### src/rtl/keyboard_pkg.sv
// Shared types and keycode map for the polyphonic keyboard voice allocator.
package keyboard_pkg;

    typedef logic [2:0] note_t;
    typedef logic [2:0] octave_t;

    typedef struct packed {
        logic       valid;
        logic       is_instr;
        logic [3:0] instr_idx;
        note_t      note;
        octave_t    octave;
        logic       flat;
    } key_info_t;

    localparam logic [7:0] KC_NONE = 8'h00;
    localparam logic [7:0] KC_F1   = 8'h3a;
    localparam logic [7:0] KC_F12  = 8'h45;
    localparam logic [7:0] KC_C4   = 8'h30;

    function automatic key_info_t note_key(input note_t n, input octave_t o, input logic f);
        key_info_t ki;
        ki        = '0;
        ki.valid  = 1'b1;
        ki.note   = n;
        ki.octave = o;
        ki.flat   = f;
        return ki;
    endfunction

    function automatic key_info_t keycode_lookup(input logic [7:0] kc);
        key_info_t ki;
        ki = '0;
        case (kc)
            8'h1d: ki = note_key(3'd1, 3'd1, 1'b0);
            8'h1b: ki = note_key(3'd2, 3'd1, 1'b0);
            8'h06: ki = note_key(3'd3, 3'd1, 1'b0);
            8'h19: ki = note_key(3'd4, 3'd1, 1'b0);
            8'h05: ki = note_key(3'd5, 3'd1, 1'b0);
            8'h11: ki = note_key(3'd6, 3'd1, 1'b0);
            8'h10: ki = note_key(3'd7, 3'd1, 1'b0);
            8'h16: ki = note_key(3'd2, 3'd1, 1'b1);
            8'h07: ki = note_key(3'd3, 3'd1, 1'b1);
            8'h0a: ki = note_key(3'd5, 3'd1, 1'b1);
            8'h0b: ki = note_key(3'd6, 3'd1, 1'b1);
            8'h0d: ki = note_key(3'd7, 3'd1, 1'b1);
            8'h36: ki = note_key(3'd1, 3'd2, 1'b0);
            8'h37: ki = note_key(3'd2, 3'd2, 1'b0);
            8'h38: ki = note_key(3'd3, 3'd2, 1'b0);
            8'h14: ki = note_key(3'd4, 3'd2, 1'b0);
            8'h1a: ki = note_key(3'd5, 3'd2, 1'b0);
            8'h08: ki = note_key(3'd6, 3'd2, 1'b0);
            8'h15: ki = note_key(3'd7, 3'd2, 1'b0);
            8'h0f: ki = note_key(3'd2, 3'd2, 1'b1);
            8'h33: ki = note_key(3'd3, 3'd2, 1'b1);
            8'h1f: ki = note_key(3'd5, 3'd2, 1'b1);
            8'h20: ki = note_key(3'd6, 3'd2, 1'b1);
            8'h21: ki = note_key(3'd7, 3'd2, 1'b1);
            8'h17: ki = note_key(3'd1, 3'd3, 1'b0);
            8'h1c: ki = note_key(3'd2, 3'd3, 1'b0);
            8'h18: ki = note_key(3'd3, 3'd3, 1'b0);
            8'h0c: ki = note_key(3'd4, 3'd3, 1'b0);
            8'h12: ki = note_key(3'd5, 3'd3, 1'b0);
            8'h13: ki = note_key(3'd6, 3'd3, 1'b0);
            8'h2f: ki = note_key(3'd7, 3'd3, 1'b0);
            8'h23: ki = note_key(3'd2, 3'd3, 1'b1);
            8'h24: ki = note_key(3'd3, 3'd3, 1'b1);
            8'h26: ki = note_key(3'd5, 3'd3, 1'b1);
            8'h27: ki = note_key(3'd6, 3'd3, 1'b1);
            8'h2d: ki = note_key(3'd7, 3'd3, 1'b1);
            KC_C4: ki = note_key(3'd1, 3'd4, 1'b0);
            default: begin
                // Function keys F1..F12 report their index; the allocator filters by instrument count.
                if (kc >= KC_F1 && kc <= KC_F12) begin
                    ki.valid     = 1'b1;
                    ki.is_instr  = 1'b1;
                    ki.instr_idx = 4'(kc - KC_F1);
                end
            end
        endcase
        return ki;
    endfunction

endpackage

### src/rtl/keycode_note_map.sv
// Combinational keycode decoder wrapping keyboard_pkg::keycode_lookup.
module keycode_note_map
    import keyboard_pkg::*;
(
    input  logic [7:0] keycode,
    output key_info_t  info
);

    assign info = keycode_lookup(keycode);

endmodule

### src/rtl/keyboard_voice_alloc.sv
// Polyphonic HID-report voice allocator: release scan then assign scan per report.
// Optional VOICE_STEAL_EN: overwrite the oldest voice instead of dropping the key.
module keyboard_voice_alloc
    import keyboard_pkg::*;
#(
    parameter int NUM_KEYS   = 6,
    parameter int NUM_VOICES = 4,
    parameter int NUM_INSTR  = 2
) (
    input  logic                         clk,
    input  logic                         reset,
    input  logic                         report_valid,
    output logic                         report_ready,
    input  logic [8*NUM_KEYS-1:0]        keycodes,
    output logic [NUM_VOICES-1:0]        voice_active,
    output logic [3*NUM_VOICES-1:0]      voice_note,
    output logic [3*NUM_VOICES-1:0]      voice_octave,
    output logic [NUM_VOICES-1:0]        voice_flat,
    output logic [NUM_VOICES-1:0]        voice_trig,
    output logic [((NUM_INSTR > 1) ? $clog2(NUM_INSTR) : 1)-1:0] instrument,
    output logic                         drop
);

    localparam int IW   = (NUM_INSTR > 1) ? $clog2(NUM_INSTR) : 1;
    localparam int VW   = (NUM_VOICES > 1) ? $clog2(NUM_VOICES) : 1;
    localparam int MAXN = (NUM_KEYS > NUM_VOICES) ? NUM_KEYS : NUM_VOICES;
    localparam int XW   = (MAXN > 1) ? $clog2(MAXN) : 1;

    typedef enum logic [1:0] {IDLE, RELEASE, ASSIGN} state_t;

    state_t        state;
    logic [XW-1:0] idx;
    logic [7:0]    report_q [NUM_KEYS];
    logic [7:0]    voice_kc [NUM_VOICES];
    logic [7:0]    cur_kc, rel_kc;
    logic          rel_act, rel_present, held, free_found;
    logic          accept, is_note, do_assign, do_drop;
    logic [VW-1:0] free_v, tgt_v;
    key_info_t     info;

    keycode_note_map u_map (
        .keycode (cur_kc),
        .info    (info)
    );

    assign accept  = report_valid && report_ready;
    assign is_note = (state == ASSIGN) && info.valid && !info.is_instr;

    always_comb begin
        cur_kc      = '0;
        rel_kc      = '0;
        rel_act     = 1'b0;
        rel_present = 1'b0;
        held        = 1'b0;
        free_found  = 1'b0;
        free_v      = '0;
        for (int unsigned k = 0; k < NUM_KEYS; k++)
            if (idx == XW'(k)) cur_kc = report_q[k];
        for (int unsigned v = 0; v < NUM_VOICES; v++)
            if (idx == XW'(v)) begin
                rel_kc  = voice_kc[v];
                rel_act = voice_active[v];
            end
        for (int unsigned k = 0; k < NUM_KEYS; k++)
            if (report_q[k] == rel_kc) rel_present = 1'b1;
        for (int unsigned v = 0; v < NUM_VOICES; v++)
            if (voice_active[v] && voice_kc[v] == cur_kc) held = 1'b1;
        // Descending scan so the lowest free index is the last one written.
        for (int unsigned v = NUM_VOICES; v > 0; v--)
            if (!voice_active[v-1]) begin
                free_found = 1'b1;
                free_v     = VW'(v - 1);
            end
    end

`ifdef VOICE_STEAL_EN
    logic [7:0]    age [NUM_VOICES];
    logic [7:0]    oldest_age;
    logic [VW-1:0] old_v;

    always_comb begin
        old_v      = '0;
        oldest_age = age[0];
        for (int unsigned v = 1; v < NUM_VOICES; v++)
            if (age[v] > oldest_age) begin
                oldest_age = age[v];
                old_v      = VW'(v);
            end
    end

    assign tgt_v     = free_found ? free_v : old_v;
    assign do_assign = is_note && !held;
    assign do_drop   = 1'b0;

    always_ff @(posedge clk or posedge reset) begin
        if (reset) begin
            for (int unsigned v = 0; v < NUM_VOICES; v++) age[v] <= '0;
        end else begin
            for (int unsigned v = 0; v < NUM_VOICES; v++) begin
                if (do_assign && tgt_v == VW'(v))
                    age[v] <= '0;
                else if (accept && voice_active[v] && age[v] != 8'hff)
                    age[v] <= age[v] + 8'd1;
            end
        end
    end
`else
    assign tgt_v     = free_v;
    assign do_assign = is_note && !held && free_found;
    assign do_drop   = is_note && !held && !free_found;
`endif

    always_ff @(posedge clk or posedge reset) begin
        if (reset) begin
            state        <= IDLE;
            idx          <= '0;
            report_ready <= 1'b1;
            voice_active <= '0;
            voice_note   <= '0;
            voice_octave <= '0;
            voice_flat   <= '0;
            voice_trig   <= '0;
            instrument   <= '0;
            drop         <= 1'b0;
            for (int unsigned k = 0; k < NUM_KEYS; k++) report_q[k] <= '0;
            for (int unsigned v = 0; v < NUM_VOICES; v++) voice_kc[v] <= '0;
        end else begin
            voice_trig <= '0;
            drop       <= do_drop;
            case (state)
                IDLE: begin
                    if (accept) begin
                        for (int unsigned k = 0; k < NUM_KEYS; k++)
                            report_q[k] <= keycodes[8*k +: 8];
                        state        <= RELEASE;
                        idx          <= '0;
                        report_ready <= 1'b0;
                    end
                end
                RELEASE: begin
                    for (int unsigned v = 0; v < NUM_VOICES; v++)
                        if (idx == XW'(v) && rel_act && !rel_present) begin
                            voice_active[v] <= 1'b0;
                            voice_kc[v]     <= '0;
                        end
                    if (idx == XW'(NUM_VOICES - 1)) begin
                        state <= ASSIGN;
                        idx   <= '0;
                    end else begin
                        idx <= idx + 1'b1;
                    end
                end
                ASSIGN: begin
                    if (info.valid && info.is_instr && int'(info.instr_idx) < NUM_INSTR)
                        instrument <= IW'(info.instr_idx);
                    for (int unsigned v = 0; v < NUM_VOICES; v++)
                        if (do_assign && tgt_v == VW'(v)) begin
                            voice_active[v]       <= 1'b1;
                            voice_kc[v]           <= cur_kc;
                            voice_note[3*v +: 3]   <= info.note;
                            voice_octave[3*v +: 3] <= info.octave;
                            voice_flat[v]         <= info.flat;
                            voice_trig[v]         <= 1'b1;
                        end
                    if (idx == XW'(NUM_KEYS - 1)) begin
                        state        <= IDLE;
                        idx          <= '0;
                        report_ready <= 1'b1;
                    end else begin
                        idx <= idx + 1'b1;
                    end
                end
                default: state <= IDLE;
            endcase
        end
    end

endmodule
### config.mk
export PLATFORM = sky130hd
export DESIGN_NAME = keyboard_voice_alloc
export DESIGN_NICKNAME = d
export VERILOG_FILES = /design/src/rtl/keyboard_pkg.sv /design/src/rtl/keycode_note_map.sv /design/src/rtl/keyboard_voice_alloc.sv
export SDC_FILE = /design/constraint.sdc
export NUM_CORES = 1
export LEC_CHECK = 0
export ABC_AREA = 0
export CAP_MARGIN = 25
export CELL_PAD_IN_SITES_DETAIL_PLACEMENT = 0
export CELL_PAD_IN_SITES_GLOBAL_PLACEMENT = 1
export CORE_ASPECT_RATIO = 1.1
export CORE_UTILIZATION = 45
export CTS_CLUSTER_DIAMETER = 40
export DETAILED_ROUTE_END_ITERATION = 10
export PLACE_DENSITY = 0.81
export SETUP_SLACK_MARGIN = 0.15
export SLEW_MARGIN = 5
export SYNTH_ARGS = -nofsm -noshare
export SYNTH_HDL_FRONTEND = slang
export SYNTH_SLANG_ARGS = --single-unit
### constraint.sdc
create_clock -name clk -period 4.4 [get_ports clk]
set_input_delay 0.66 -clock clk [delete_from_list [all_inputs] [get_ports clk]]
set_output_delay 0.66 -clock clk [all_outputs]
set_load 0.05 [all_outputs]
==> results of run 1 <==
-- state kept, by name, summed over array words and instances (netlist names) --
register	flops
drop	1
idx	3
instrument	1
report_q	48
report_ready	1
state	2
voice_active	4
voice_flat	4
voice_kc	32
voice_note	12
voice_octave	12
voice_trig	4
-- power breakdown --
part	internal [uW]	total, uW	leakage [uW]	switching (uW)
registers	1410	2040	0.00164	622
logic	1770	4200	0.00275	2430
clock network	844	1440	0.000279	593
-- placed cells by master (no fill, tap or decap), types with 5 or more instances in the layout --
master           count
o221ai_1            10
inv_6                6
and2_1              10
clkdlybuf4s50_1     89
nand2_1             57
nor4_1              13
nor2_1              40
o21ai_1              5
nand4_1             17
ha_1                 7
o21ai_0             43
inv_1               27
o211ai_1            23
xnor2_1             41
a31oi_1              6
mux2i_1              9
o21a_1              11
nand3b_1            10
a22oi_1             11
nor3_1              19
buf_4               84
xor2_1              32
o2111ai_1           12
a22o_1               9
mux2_4              13
nand2b_1            10
a2111oi_0            6
nand3_1             34
o22ai_1             13
dfrtp_1            123
mux2_2              64
clkbuf_16           17
nor2b_1             30
a21oi_1             44
and3_1               7
-- per-layer routing --
metal	part of all wire	track usage	up-vias	wire (um)
met5	0	0	-	0
met4	0.059	0.202	0	2040
met3	0.087	0.0716	145	3040
met2	0.45	0.547	549	15800
met1	0.40	0.435	4291	13900
li1	-	-	3886	-
-- Yosys cell counts, types with 5 or more instances --
cell type / instances / area, sq um
xnor2_1: 41 / 359
nand2b_1: 10 / 62.6
o21ai_0: 46 / 230
and3_1: 8 / 50.1
buf_4: 7 / 52.6
clkbuf_1: 29 / 109
nor2_1: 40 / 150
o221ai_1: 10 / 87.6
a31oi_1: 6 / 37.5
nand3_1: 35 / 175
nand4_1: 17 / 106
a2111oi_0: 6 / 52.6
mux2_2: 64 / 721
buf_2: 22 / 110
nand2_1: 58 / 218
buf_1: 6 / 22.5
ha_1: 10 / 125
nand3b_1: 10 / 75.1
mux2_4: 13 / 195
o211ai_1: 23 / 173
a21oi_1: 44 / 220
a22oi_1: 12 / 90.1
nor3_1: 19 / 95.1
o2111ai_1: 12 / 105
mux2i_1: 9 / 90.1
o21a_1: 11 / 82.6
a32o_1: 5 / 50.1
a22o_1: 9 / 78.8
nor2b_1: 31 / 194
xor2_1: 32 / 280
o22ai_1: 13 / 81.3
dfrtp_1: 123 / 3080
nor4_1: 13 / 81.3
inv_1: 28 / 105
and2_1: 10 / 62.6
-- stage by stage --
stage	hold WS (ns)	setup slack [ns]	util	instances	cell area (sq um)
floorplan	0.497	0.442	-	963	9080
global placement	0.466	0.175	0.536	1321	10600
detailed placement	0.474	0.111	0.536	1321	10600
CTS	0.494	0.201	0.566	1354	11200
global route	0.517	0.169	0.574	1357	11400
finish	0.484	0.294	0.574	1357	11400
-- worst max-delay path: stages, from the launching register on --
cell       delay, ns
dfrtp_1         0.39
buf_4           0.15
ha_4            0.20
buf_4           0.22
nand3b_1        0.22
a221oi_4        0.37
or3_1           0.32
nand4_1         0.27
a2111oi_4       0.48
a21o_1          0.19
nor4_2          0.08
buf_4           0.15
a2111oi_4       0.36
buf_4           0.27
mux2_4          0.32
-- final cells by class --
type	count	area (sq um)
inverter	31	124
fill	1775	8440
tap	252	315
multi-input combinational	740	5630
timing repair buffer	178	1600
sequential	124	3100
clock inverter	14	158
clock buffer	18	429
-- repair_timing --
item | 4_1_cts | 5_1_grt
gates cloned | 0 | 0
gates resized for setup | 1 | 27
pin swaps | 1 | 4
setup endpoints to repair | 27 | 63
setup buffers | 1 | 3
-- cells by family (layout without fill, tap and decap cells) --
kind of cell,after synthesis,in the layout
AOI/OAI and AO/OA,286,286
muxes,88,88
buffers and inverters,99,241
DFF,124,124
adders and majority gates,10,10
xor gates and xnor gates,73,73
and+or+nand+nor,283,283
-- how the worst max path moves through the flow --
stage	endpoint	slack [ns]	cells past startpoint
5_1_grt	voice_kc[2]	0.17	14
6_report	voice_octave[4]	0.29	14
3_5_place_dp	voice_octave[4]	0.11	13
3_3_place_gp	voice_note[5]	0.17	13
2_1_floorplan	drop	0.44	1
4_1_cts	voice_octave[4]	0.20	13
==> summary.md, run 1 <==
| Metric | Value |
|---|---|
| EDFF count, synth | 0 |
| Vias in the first global route | 8648 |
| Post-synthesis cell count | just under 1000 |
| Final Power | 7670 uW |
| Simple-Gate Fraction of Synth Area | 0.171 |
| FMAX | 244 MHz |
| Vias | 8871 |
| Post-synthesis mux area share | 0.113 |
| Setup violators final | 0 |
| Clk buf depth | 2 |
| Total Wirelength | 34.7 mm |
| TritonCTS Sinks | about 120 |
| Reg2reg start | idx[0] |
| Num CTS Buffers | 17 |
| FF-to-FF End | voice_octave[4] |
| Post-Syn Nets | 1024 |
| Pwr dens | roughly 680 nW/um^2 |
| Crit Path Class | reg -> reg |
| DRT Pass-1 Iters | 11 |
| Status | finished with violations |
| Die Span X | 137 um |
| Post-layout min period | 4.11 ns |
| Die Ht | approximately 150 um |
| Area growth, synth to finish | 25.1% |
| Post-synth top flop | dfrtp_1 |
| Worst hold start | instrument |
| GRT Total Usage | 0.346 |
| Placer Congestion | ~1.1 |
| # hold bufs at CTS | 0 |
| Period utilization | 0.933 |
| Least-Margin Pin Slew | 0.865 ns |
| Post-synth cell types | about 100 |
| Synthesis-stage register bit count | 124 |
| Clk Latency, worst-skew pair | 0.44 ns |
| Post-detail-place hpwl | 26.0 mm |
| Startpoint Class | register |
| Synth Area in Compound Gates | 0.239 |
| Ys Warns | 0 |
| Largest net degree at the start of global routing | 71 |
| Antenna violation net count after detailed routing | 0 |
| Hold path depth | 2 |
| Max-cap viol count | 0 |
| Post-synthesis sequential area ratio | 0.342 |
| IO Port Bufs | 89 |
| Slew Viols, Final | 0 |
| Routed wire per std cell | 25.6 um |
| NumNets Final | 1153 |
| Failing checks | DRC |
| Floorplan row count | 54 |
| P_leak | around 0.0047 uW |
| Grt total ovfl | 0 |
| Worst slew margin | 0.423 |
| Share of cells above drive strength 1 | 0.229 |
| FF-to-FF path depth | 14 |
| DRC Markers | 1 |
| FF-to-FF setup slack | 0.29 ns |
| CP endpoint kind | register |
| CTS tree | yes |
| Worst Clk Skew | about 0.016 ns |
| WHS Endpoint | instrument |
| Initial antenna violation count | 0 |
| Die footprint | 20700 sq um |
| Ant diodes | 0 |
| Adder-cell area share of the yosys netlist | 0.0138 |
| HP Class | reg -> reg |
| Core outline area | just under 20000 sq um |
| RSZ-0062 raised after global routing | no |
| Max rail drop VDD | a little over 0.0003 V |
| Synth Area in XOR/XNOR | 0.0704 |
| Synth Cell Area | approximately 9100 sq um |
| Peak fanout along the critical path | 19 |
| Via density | 6.54 |
| First-pass GRT wire length | 52.4 mm |
| Fin. Hold Viols | 0 |
| Main combinational cell family by area after synthesis | compound AO/OA/AOI/OAI gates |
| Worst Setup SP | idx[0] |
| Initial Util | 0.458 |
| Syn Area/Cell | 9.42 sq um |
| Root Buffer | clkbuf_16 |
| WP data arrival | 4.42 ns |
| Setup_tns | 0 ns |
| Register clock-pin slew on the reported worst setup and hold paths | 0.07 ns |
| H-tree levels | 4 |
| Initial DRC Count | 1162 |
| # IOs | 90 |
| Asr flop ratio synth | 1.00 |
| Required time of the critical path | about 4.7 ns |
(Power assumes the default switching activity.)
==> inputs of run 2 (changes only) <==
--- a/config.mk
+++ b/config.mk
@@ -15,7 +15,6 @@
 export DETAILED_ROUTE_END_ITERATION = 10
 export PLACE_DENSITY = 0.81
 export SETUP_SLACK_MARGIN = 0.15
-export SLEW_MARGIN = 5
 export SYNTH_ARGS = -nofsm -noshare
 export SYNTH_HDL_FRONTEND = slang
 export SYNTH_SLANG_ARGS = --single-unit
==> results of run 2 <==
No change in the layout: final DEF, timing and power equal those of run 1.
